File: src/rtl/control_unit.sv
// Multi-cycle fetch/decode/execute sequencer for the 8-bit processor.
// Drives the datapath controls from a 32-byte program memory loaded through a byte-write port.
module control_unit #(
  parameter int unsigned PM_DEPTH = 32
) (
  input  logic       clk_ctrl,
  input  logic       rst_ctrl,
  input  logic       start_ctrl,
  input  logic       prog_we_ctrl,
  input  logic [4:0] prog_addr_ctrl,
  input  logic [7:0] prog_data_ctrl,
  input  logic       zero_ctrl,
  input  logic       positive_ctrl,
  output logic [1:0] muxsel_ctrl,
  output logic [7:0] imm_ctrl,
  output logic       accwr_ctrl,
  output logic [2:0] rfaddr_ctrl,
  output logic       rfwr_ctrl,
  output logic [2:0] alusel_ctrl,
  output logic [1:0] shiftsel_ctrl,
  output logic       outen_ctrl,
  output logic       halted_ctrl
);

  localparam int unsigned PcW = $clog2(PM_DEPTH);

  localparam logic [3:0] OpLda  = 4'b0001;
  localparam logic [3:0] OpSta  = 4'b0010;
  localparam logic [3:0] OpLdi  = 4'b0011;
  localparam logic [3:0] OpIn   = 4'b0100;
  localparam logic [3:0] OpOut  = 4'b0101;
  localparam logic [3:0] OpJmp  = 4'b0110;
  localparam logic [3:0] OpJz   = 4'b0111;
  localparam logic [3:0] OpJp   = 4'b1000;
  localparam logic [3:0] OpShm  = 4'b1001;
  localparam logic [3:0] OpHalt = 4'b1010;

  typedef enum logic [2:0] {
    StIdle,
    StFetch,
    StDecode,
    StOperand,
    StExecute,
    StHalt
  } state_e;

  state_e           state_q, state_d;
  logic [PcW-1:0]   pc_q, pc_d;
  logic [7:0]       ir_q, ir_d;
  logic [7:0]       opr_q, opr_d;
  logic [1:0]       shm_q, shm_d;
  logic             fz_q, fz_d;
  logic             fp_q, fp_d;

  logic [7:0]       pm_mem [PM_DEPTH];
  logic [7:0]       pm_rdata;
  logic [PcW-1:0]   pc_inc;
  logic             is_alu;
  logic [3:0]       opcode;
  logic             two_byte;

  // Write port is not reset; a read on the write edge sees the old byte.
  always_ff @(posedge clk_ctrl) begin
    if (prog_we_ctrl) begin
      pm_mem[prog_addr_ctrl] <= prog_data_ctrl;
    end
  end

  assign pm_rdata = pm_mem[pc_q];
  assign pc_inc   = pc_q + PcW'(1);
  assign is_alu   = ir_q[7];
  assign opcode   = ir_q[6:3];
  assign two_byte = !is_alu &&
                    (opcode == OpLdi || opcode == OpJmp || opcode == OpJz || opcode == OpJp);

  always_ff @(posedge clk_ctrl or negedge rst_ctrl) begin
    if (!rst_ctrl) begin
      state_q <= StIdle;
      pc_q    <= '0;
      ir_q    <= '0;
      opr_q   <= '0;
      shm_q   <= '0;
      fz_q    <= 1'b0;
      fp_q    <= 1'b0;
    end else begin
      state_q <= state_d;
      pc_q    <= pc_d;
      ir_q    <= ir_d;
      opr_q   <= opr_d;
      shm_q   <= shm_d;
      fz_q    <= fz_d;
      fp_q    <= fp_d;
    end
  end

  // Flags follow the value just written to the accumulator.
  always_comb begin
    fz_d = accwr_ctrl ? zero_ctrl     : fz_q;
    fp_d = accwr_ctrl ? positive_ctrl : fp_q;
  end

  always_comb begin
    state_d = state_q;
    pc_d    = pc_q;
    ir_d    = ir_q;
    opr_d   = opr_q;
    shm_d   = shm_q;
    case (state_q)
      StIdle: begin
        if (start_ctrl) begin
          state_d = StFetch;
          pc_d    = '0;
        end
      end
      StFetch: begin
        ir_d    = pm_rdata;
        pc_d    = pc_inc;
        state_d = StDecode;
      end
      StDecode: begin
        state_d = two_byte ? StOperand : StExecute;
      end
      StOperand: begin
        opr_d   = pm_rdata;
        pc_d    = pc_inc;
        state_d = StExecute;
      end
      StExecute: begin
        state_d = StFetch;
        if (!is_alu) begin
          case (opcode)
            OpJmp:   pc_d = opr_q[PcW-1:0];
            OpJz:    if (fz_q) pc_d = opr_q[PcW-1:0];
            OpJp:    if (fp_q) pc_d = opr_q[PcW-1:0];
            OpShm:   shm_d = ir_q[1:0];
            OpHalt:  state_d = StHalt;
            default: ;
          endcase
        end
      end
      StHalt:  state_d = StHalt;
      default: state_d = StIdle;
    endcase
  end

  // Strobes and selects only leave their idle values during EXECUTE.
  always_comb begin
    muxsel_ctrl   = 2'b00;
    imm_ctrl      = 8'h00;
    accwr_ctrl    = 1'b0;
    rfwr_ctrl     = 1'b0;
    outen_ctrl    = 1'b0;
    alusel_ctrl   = 3'b000;
    rfaddr_ctrl   = ir_q[2:0];
    shiftsel_ctrl = shm_q;
    if (state_q == StExecute) begin
      if (is_alu) begin
        alusel_ctrl = ir_q[6:4];
        accwr_ctrl  = 1'b1;
      end else begin
        case (opcode)
          OpLda: begin
            muxsel_ctrl = 2'b01;
            accwr_ctrl  = 1'b1;
          end
          OpSta: rfwr_ctrl = 1'b1;
          OpLdi: begin
            muxsel_ctrl = 2'b11;
            imm_ctrl    = opr_q;
            accwr_ctrl  = 1'b1;
          end
          OpIn: begin
            muxsel_ctrl = 2'b10;
            accwr_ctrl  = 1'b1;
          end
          OpOut:   outen_ctrl = 1'b1;
          default: ;
        endcase
      end
    end
  end

  assign halted_ctrl = (state_q == StHalt);

endmodule

File: config.mk
export PLATFORM = sky130hd
export DESIGN_NAME = control_unit
export DESIGN_NICKNAME = d
export VERILOG_FILES = /design/src/rtl/control_unit.sv
export SDC_FILE = /design/constraint.sdc
export NUM_CORES = 1
export LEC_CHECK = 0
export ABC_AREA = 0
export CORE_ASPECT_RATIO = 1.75
export CORE_MARGIN = 5
export CORE_UTILIZATION = 50
export CTS_BUF_LIST = sky130_fd_sc_hd__clkbuf_8
export CTS_CLUSTER_DIAMETER = 80
export DETAILED_ROUTE_END_ITERATION = 8
export PLACE_DENSITY_LB_ADDON = 0.3
export REMOVE_ABC_BUFFERS = 1
export SLEW_MARGIN = 30
export SYNTH_ARGS = -nofsm -noshare
export SYNTH_HDL_FRONTEND = slang
export SYNTH_SLANG_ARGS = --single-unit
File: constraint.sdc
create_clock -name clk_ctrl -period 2 [get_ports clk_ctrl]
set_input_delay 0.4 -clock clk_ctrl [delete_from_list [all_inputs] [get_ports clk_ctrl]]
set_output_delay 0.4 -clock clk_ctrl [all_outputs]
set_load 0.005 [all_outputs]
==> results.json <==
{
  "ctsLongestPathBuffers": 3,
  "portBuffers": 40,
  "yosysTopAreaCellShare_pct": 67.5,
  "h-tree-depth": 2,
  "grt_util_met1_pct": 22.4,
  "violations": "setup timing",
  "run_status": "complete, but fails checks",
  "worst_path_required_ns": 1.60,
  "critical_path_maximum_fanout": 3,
  "floorplan.core_area_sq_um": 22600,
  "path_delay_family": "simple AND/OR/NAND/NOR gates",
  "gr-total-overflow": 0,
  "setup_viol": 31,
  "synth_cell_type_count": 53,
  "number_of_enable_flip_flop_cells_after_synthesis": 256,
  "cts_hold_buffers": 0,
  "dp_hpwl_um": 17000,
  "via_count_of_the_first_global_routing_pass": 6816,
  "globalRoute.busiestLayer": "met2",
  "synthMostInstantiatedCell": "edfxtp_1",
  "die_height_um": 210,
  "initial_utilization_pct": 50.5,
  "cp.buffers_inverters": 3,
  "hold_path.class": "input port to asynchronous set/reset pin",
  "critical_path.endpoint_type": "output pin",
  "critical_path.max_stage_delay_ns": 0.40,
  "clk_pin_slew_ns": 0.07,
  "timing.final.crit_period_ns": 2.46,
  "synth.cells.most_frequent": "256 x edfxtp_1, 60 x mux4_2, 45 x nor2_1",
  "rsz0062_at_grt": "yes",
  "fraction_of_synthesized_cell_area_in_xor_and_xnor_cells_pct": 0.0769,
  "syn_inst": 600,
  "measured_slew_at_the_worst_slew_check_pin_ns": 0.554,
  "use_met2_pct": 37.4,
  "drt_iter0_drcs": 372,
  "netlist_top_cells_area": "edfxtp_1 68%, mux4_2 12%, dfrtp_1 6.2%",
  "ctsRootBufferMaster": "clkbuf_8",
  "synth_top_family_by_area": "multiplexers",
  "startpoint_type": "flop",
  "design.portCount": 41,
  "antenna_cells": 0,
  "timing.critical_path.cells": "or2_1 -> or3_4 -> nor2_4 -> buf_6 -> buf_6 -> and2_4 -> buf_6",
  "max_freq_ghz": 0.406,
  "vdd.ir_drop.worst_mv": 0.472,
  "dominantRegCellSynth": "edfxtp_1",
  "cts-buffers-inserted": 37,
  "yosys_register_bits": 284,
  "timing.final.ws_setup_ns": -0.462,
  "timing.critical_path.slowest_stage_cell": "or3_4",
  "yosys_warnings": 0,
  "drc": 0,
  "die-width_um": 124,
  "synth_adder_area_share_pct": 0.110,
  "gp_congestion": 0.844,
  "finalWirelength_um": 24700,
  "finalPower_mw": 16.3,
  "tritoncts": "done",
  "grt_start_max_net_pins": 40,
  "leakage_nw": 4.87,
  "seq_area_frac_synth_pct": 73.7,
  "final-max-slew-violation-count": 0,
  "nNetsFinal": 786,
  "synthToLayoutAreaGrowth_pct": 24.7,
  "synth_area_sq_um": 11400,
  "rows": 73,
  "max_slew_margin_pct": 63.1,
  "clock-sinks": 284,
  "post_route_cells_drive_above_1_share_pct": 39.6,
  "timing.critical_path.mode_cell": "buf_6",
  "post-route-period-util_pct": 123,
  "drt_first_pass_iters": 5,
  "antenna_violating_nets_post_route": 0,
  "routed_via_count_divided_by_cell_count": 5.64,
  "finalHoldViolCount": 0,
  "cellPowerDensity_nw_per_um2": 1150,
  "crit_type": "flop to output pin",
  "routed-via-count": 6165,
  "critical_path_arrival_ns": 2.06,
  "grt_util_met3_pct": 2.64,
  "synthSimpleGateAreaFrac_pct": 6.09,
  "synth-async-reset-ratio_pct": 9.86,
  "skew_ns": 0.0203,
  "synth.mux.area_fraction_pct": 14.2,
  "wl_per_cell_um": 22.6,
  "finalHoldWorstSlack_ns": 0.254,
  "grt.total_usage_pct": 20.2,
  "r2r_slack_ns": -0.11,
  "die_area_sq_um": 26000,
  "worstSkewPairLatency_ns": 0.53,
  "syn-mean-instance-area_sq_um": 19.0,
  "grt_first_pass_wirelength_um": 39000,
  "netlist.top_cell.by_area": "edfxtp_1",
  "antenna_found_initial": 0,
  "maxCapViolCount": 0,
  "synth_compound_area_share_pct": 3.90
}
-- state kept, by name (all words and copies together) (netlist names) --
register       count
fp_q               1
fz_q               1
ir_q               8
opr_q              8
pc_q               5
pm_mem           256
shiftsel_ctrl      2
state_q            3
-- metrics by stage --
stage / TNS, ns / instance area, sq um / instances / setup slack [ns] / utilization (%)
CTS: -7.09 / 14000 / 1090 / -0.502 / 61.9
detailed placement: -14.16 / 12800 / 1010 / -0.276 / 56.9
floorplan: -39.00 / 11200 / 569 / -2.03 / -
finish: -6.13 / 14200 / 1093 / -0.462 / 62.9
global placement: -12.88 / 12800 / 1010 / -0.253 / 56.9
global route: -8.09 / 14200 / 1093 / -0.556 / 62.9
-- cell type report --
cell class,instances,area [sq um]
clock inverters,27,134
clock buffers,39,537
multi-input cells,281,3220
inverters,4,17.5
repair buffers,158,1510
flip-flops and latches,284,8390
fillers,1578,8360
well taps,300,375
-- timing repair --
item / CTS / global route
setup buffers: 11 / 8
endpoints found under the setup margin: 33 / 34
gates resized for setup: 127 / 43
pin swaps: 27 / 11
gates cloned: 3 / 0
-- logic make-up (layout without fill, tap and decap cells) --
family                     count (synthesis)  after routing
DFF                                      284            284
and+or+nand+nor                          129            129
muxes                                     84             84
AOI/OAI and AO/OA                         66             66
buffers and inverters                     35            228
adders and majority gates                  1              1
xor gates and xnor gates                   1              1
-- placed cells by master (no fill, tap or decap), drive strengths merged, types with 2 or more instances in the layout --
cell type / count
clkinv: 13
o31ai: 2
nor2b: 7
or2: 3
a32oi: 2
clkdlybuf4s15: 3
mux4: 60
nor2: 45
o21ai: 6
a21oi: 9
o211ai: 2
inv: 16
or3b: 4
edfxtp: 256
nand3: 5
nor3: 4
buf: 130
a2111oi: 2
clkbuf: 40
clkdlybuf4s50: 23
and3: 6
mux2i: 2
a2bb2oi: 2
or3: 3
o22ai: 31
nand2b: 9
nor4: 8
dfrtp: 28
and2: 11
nor4b: 2
nand3b: 7
nand2: 12
a311o: 3
mux2: 22
-- metal layers --
| layer | share of wire, % | routed length [um] | up-vias |
|---|---|---|---|
| met3 | 3.4 | 838 | 57 |
| met5 | 0 | 0 | - |
| met4 | 4.9 | 1220 | 0 |
| met1 | 35 | 8680 | 3151 |
| met2 | 57 | 14000 | 174 |
| li1 | - | - | 2783 |
-- worst paths after layout --
check / start / end / cells after the start
max: state_q[0]$_DFFE_PN0P_ / imm_ctrl[5] / 7
min reg2reg: fz_q$_DFFE_PN0P_ / fz_q$_DFFE_PN0P_ / 1
max reg2reg: pc_q[0]$_DFFE_PN0P_ / opr_q[3]$_DFFE_PN0P_ / 7
max in group asynchronous: rst_ctrl / pc_q[1]$_DFFE_PN0P_ / 2
min: rst_ctrl / ir_q[7]$_DFFE_PN0N_ / 2
min in group clk_ctrl: zero_ctrl / fz_q$_DFFE_PN0P_ / 2
-- power breakdown --
part | leakage (nW) | switching (mW) | internal (mW) | total (mW)
Combinational | 1.84 | 2.51 | 2.78 | 5.29
Clock | 0.384 | 1.98 | 1.93 | 3.92
Sequential | 2.64 | 0.283 | 6.81 | 7.09
Total | 4.87 | 4.77 | 11.5 | 16.3
No activity file was read; power rests on OpenSTA's default activity.
